File: config.mk
export PLATFORM = sky130hd
export DESIGN_NAME = mio_wb_decoder
export DESIGN_NICKNAME = d
export VERILOG_FILES = /design/src/rtl/mio_wb_decoder.sv
export SDC_FILE = /design/constraint.sdc
export NUM_CORES = 1
export LEC_CHECK = 0
export CAP_MARGIN = 25
export CELL_PAD_IN_SITES_DETAIL_PLACEMENT = 1
export CELL_PAD_IN_SITES_GLOBAL_PLACEMENT = 1
export CORE_MARGIN = 2
export CORE_UTILIZATION = 27
export CTS_CLUSTER_SIZE = 40
export DETAILED_ROUTE_END_ITERATION = 7
export PLACE_DENSITY_LB_ADDON = 0.2
export SYNTH_ARGS = -nofsm -noshare
export SYNTH_HDL_FRONTEND = slang
export SYNTH_SLANG_ARGS = --single-unit
File: constraint.sdc
create_clock -name clk -period 7.4 [get_ports clk]
set_input_delay 1.85 -clock clk [delete_from_list [all_inputs] [get_ports clk]]
set_output_delay 1.85 -clock clk [all_outputs]
set_load 0.1 [all_outputs]
File: src/rtl/mio_wb_decoder.sv
// rtl/mio_wb_decoder.sv - Wishbone-classic MIO decoder/bridge to NSLV slaves; optional watchdog via `define MIO_TIMEOUT_EN
module mio_wb_decoder #(
  parameter int            NSLV     = 4,
  parameter logic [NSLV*32-1:0] BASE = {NSLV{32'h0}},
  parameter logic [NSLV*32-1:0] MASK = {NSLV{32'h0}},
  parameter int            TIMEOUT  = 16,
  parameter logic [31:0]   ERR_DATA = 32'hDEADBEEF
) (
  input  logic               clk,
  input  logic               rst,
  input  logic [31:0]        dat_i,
  input  logic [31:0]        adr_i,
  input  logic               we_i,
  input  logic               stb_i,
  output logic [31:0]        dat_o,
  output logic               ack_o,
  output logic               err_o,
  output logic [NSLV-1:0]    s_stb_o,
  output logic               s_we_o,
  output logic [31:0]        s_adr_o,
  output logic [31:0]        s_dat_o,
  input  logic [NSLV*32-1:0] s_dat_i,
  input  logic [NSLV-1:0]    s_ack_i
);

  localparam int SW = (NSLV > 1) ? $clog2(NSLV) : 1;

  typedef enum logic [1:0] {
    IDLE = 2'd0,
    REQ  = 2'd1,
    RESP = 2'd2,
    ERR  = 2'd3
  } state_t;

  state_t        state;
  state_t        state_next;
  logic [SW-1:0] sel;
  logic [SW-1:0] hit_idx;
  logic          hit;
  logic          ack_sel;
  logic          wdog_expire;

  // Address decode: scan from the top so the lowest matching window wins
  always_comb begin
    hit     = 1'b0;
    hit_idx = '0;
    for (int i = NSLV - 1; i >= 0; i--) begin
      if ((adr_i & MASK[32*i +: 32]) == BASE[32*i +: 32]) begin
        hit     = 1'b1;
        hit_idx = SW'(i);
      end
    end
  end

  assign ack_sel = s_ack_i[sel];

`ifdef MIO_TIMEOUT_EN
  localparam int TW = $clog2(TIMEOUT + 1);
  logic [TW-1:0] wdog;

  assign wdog_expire = (wdog == TW'(TIMEOUT - 1));

  // Watchdog counts REQ cycles; cleared whenever REQ is left
  always_ff @(posedge clk or posedge rst) begin
    if (rst) begin
      wdog <= '0;
    end else if (state == REQ && state_next == REQ) begin
      wdog <= wdog + 1'b1;
    end else begin
      wdog <= '0;
    end
  end
`else
  assign wdog_expire = 1'b0;
`endif

  // Next-state logic; a slave ack beats a simultaneous watchdog expiry
  always_comb begin
    state_next = state;
    case (state)
      IDLE: if (stb_i) state_next = hit ? REQ : ERR;
      REQ: begin
        if (ack_sel) begin
          state_next = RESP;
        end else if (wdog_expire) begin
          state_next = ERR;
        end
      end
      RESP:    state_next = IDLE;
      ERR:     state_next = IDLE;
      default: state_next = IDLE;
    endcase
  end

  // State register
  always_ff @(posedge clk or posedge rst) begin
    if (rst) begin
      state <= IDLE;
    end else begin
      state <= state_next;
    end
  end

  // Request latch and read-data capture; dat_o is loaded on entry to RESP/ERR so it is valid with the pulse
  always_ff @(posedge clk or posedge rst) begin
    if (rst) begin
      sel     <= '0;
      s_we_o  <= 1'b0;
      s_adr_o <= '0;
      s_dat_o <= '0;
      dat_o   <= '0;
    end else begin
      if (state == IDLE && stb_i) begin
        s_adr_o <= adr_i;
        s_dat_o <= dat_i;
        s_we_o  <= we_i;
        sel     <= hit_idx;
        if (!hit && !we_i) dat_o <= ERR_DATA;
      end
      if (state == REQ && !s_we_o) begin
        if (ack_sel) begin
          dat_o <= s_dat_i[32*sel +: 32];
        end else if (wdog_expire) begin
          dat_o <= ERR_DATA;
        end
      end
    end
  end

  // Slave strobe is one-hot on the latched index while in REQ, zero otherwise
  always_comb begin
    s_stb_o = '0;
    for (int i = 0; i < NSLV; i++) begin
      s_stb_o[i] = (state == REQ) && (sel == SW'(i));
    end
  end

  assign ack_o = (state == RESP);
  assign err_o = (state == ERR);

endmodule
==> results.md <==
- CP arrival: 2.20 ns
- Fin util: 0.443
- Detailed-route wire length per cell: 16.2 um
- Min-Delay Path Class: register to register
- Antenna violations before repair: 0
- Slowest cell on crit path: clkdlybuf4s50_1
- Post-synthesis cell area: between 3000 and 4000 um2
- Global-route wire length before repair: 16100 um
- Post-Route WL: ~9900 um
- CTS Root Cell: clkbuf_16
- Htree depth: 3
- Maxcap violations: 0
- Buf/Inv on CP: 1
- Most frequent cells in the layout: clkdlybuf4s50_1, dfrtp_1, mux2_2, mux2_4, clkbuf_16
- Hold slack: ~0.51 ns
- Later-pin clock latency in the skew report: 0.34 ns
- Top cells by area, synth: dfrtp_1, mux2_2, mux2_4
- Crit Path Class: register to output pin
- Die width: 124 um
- Worst-Margin Slew: 1.03 ns
- Antenna Violating Nets Remaining: 0
- Placed Cells: 596
- Layout cell share with drive strength beyond 1: 0.276
- DP HPWL: 7070 um
- GPL Wtd Cong: 0.719
- Most common cell after layout, fill and taps aside: clkdlybuf4s50_1
- Setup crit start kind: register
- Register area share after synthesis: 0.633
- Crit path largest cell delay: 1.18 ns
- Initial DRC Count: 47
- DR DRC count: 0
- Diodes inserted: 0
- # resized after CTS: 0
- Non-Filler Instances: 612
- Relative slew slack: 0.313
- GRT Resource Usage Total: 0.132
- Seq cells post-synth: between 90 and 100
- Crit end category: output pin
- Final Slew Violations: 0
- Worst Skew: slightly below 0.007 ns
- Die Span Y: 124 um
- Final period util: 0.547
- Row count: 44
- CP Data Required Time: 5.55 ns
- Min cycle time layout: 4.05 ns
- CP top delay family: buffers and inverters
- Post-CTS Setup Bufs: 0
- Mapped Cells: ~220
- P&R area growth vs syn: 62.7%
- Clock-pin slew on the worst setup and hold paths: 0.07 ns
- Final setup viols: 0
- Netlist cell types: 17
- Total CTS buffers: 9
- IO Pins: just over 300
- Max clock buf depth: 2
- Gr ovfl total: 0
- TNS Setup: 0 ns
- Clock sink count: 99
- R2R Setup Slk: 5.46 ns
- CTS tree: done
- Hold buffer count at CTS: 0
- Syn Area/Cell: 17.7 um2
- Router iterations before antenna repair: 3
- Hold violation count in the final report: 0
- Status: completed
- Max Fanout on Critical Path: 7
- Vias in the first global route: 2985
- Port Buffer Count: 200
- Yosys top cell by area: dfrtp_1
- NumNets Final: just over 600
- Crit-path cells: nor2b_1 > clkdlybuf4s50_1
- Yosys top cell area share: 0.633
- Die ar.: 15500 um2
- Synth warnings: 0
- RSZ-0062 raised after global routing: false
- Core area: 14400 um2
- Vias/cell: about 4.2
- F_max: approximately 250 MHz
- Largest net degree at the start of global routing: 66
- Initial Utilization: 0.273
- Via count: 2591
[stage by stage]
step / area [um2] / worst slack, ns
floorplan: 3920 / 2.96
global placement: 6040 / 3.62
detailed placement: 6040 / 3.60
CTS: 6370 / 3.31
global route: 6370 / 3.22
finish: 6370 / 3.35
[cells in the mapped netlist, drive strengths merged]
cell type,count
a21oi,1
and2,2
and2b,1
buf,14
conb,1
dfrtp,99
inv,1
mux2,97
nand2b,1
nor2b,1
nor3b,1
nor4bb,1
or2b,1
[worst paths after layout]
kind / start / endpoint / cells after the start
worst max-delay path: state[0] / s_stb_o[0] / 2
worst min-delay path: s_adr_o[14] / s_adr_o[14] / 1
worst max register to register: state[1] / s_adr_o[13] / 3
worst min register to register: s_adr_o[14] / s_adr_o[14] / 1
max in group asynchronous: rst / s_adr_o[17] / 3
min in group asynchronous: rst / dat_o[31] / 2
[registers in the layout, summed over array words and instances, names as in the netlist]
name / count
state: 2
s_adr_o: 32
dat_o: 32
s_dat_o: 32
s_we_o: 1
[logic make-up (layout without fill, tap and decap cells)]
| group | count (synthesis) | after routing | share of synthesized area |
|---|---|---|---|
| flops | 99 | 99 | 0.633 |
| mux | 97 | 97 | 0.308 |
| buf+inv | 15 | 220 | 0.0415 |
| simple gates | 8 | 8 | 0.0160 |
| other cells | 1 | 3 | 0.000958 |
| compound gates | 1 | 1 | 0.00128 |
[final cells by class]
type                            instances  area (um2)
Inverter                                1        6.26
Timing Repair Buffer                  203        2020
Fill cell                            1480        8000
Clock buffer                           12         256
Clock inverter                          4        72.6
Multi-Input combinational cell        109        1310
Tap cell                              184         230
Sequential cell                        99        2480
[layer usage]
layer  vias to the layer above  part of all wire  track usage  wire length (um)
met4                         0             0.014       0.0397               139
met2                       108              0.51        0.228              5010
met1                      1310              0.39        0.142              3880
met5                         -                 0            0                 0
li1                       1163                 -            -                 -
met3                        10             0.090       0.0662               892
Power is left out: the tool's default activity adds up to more than one toggle a clock period on the data nets, which glitch-free logic cannot reach.
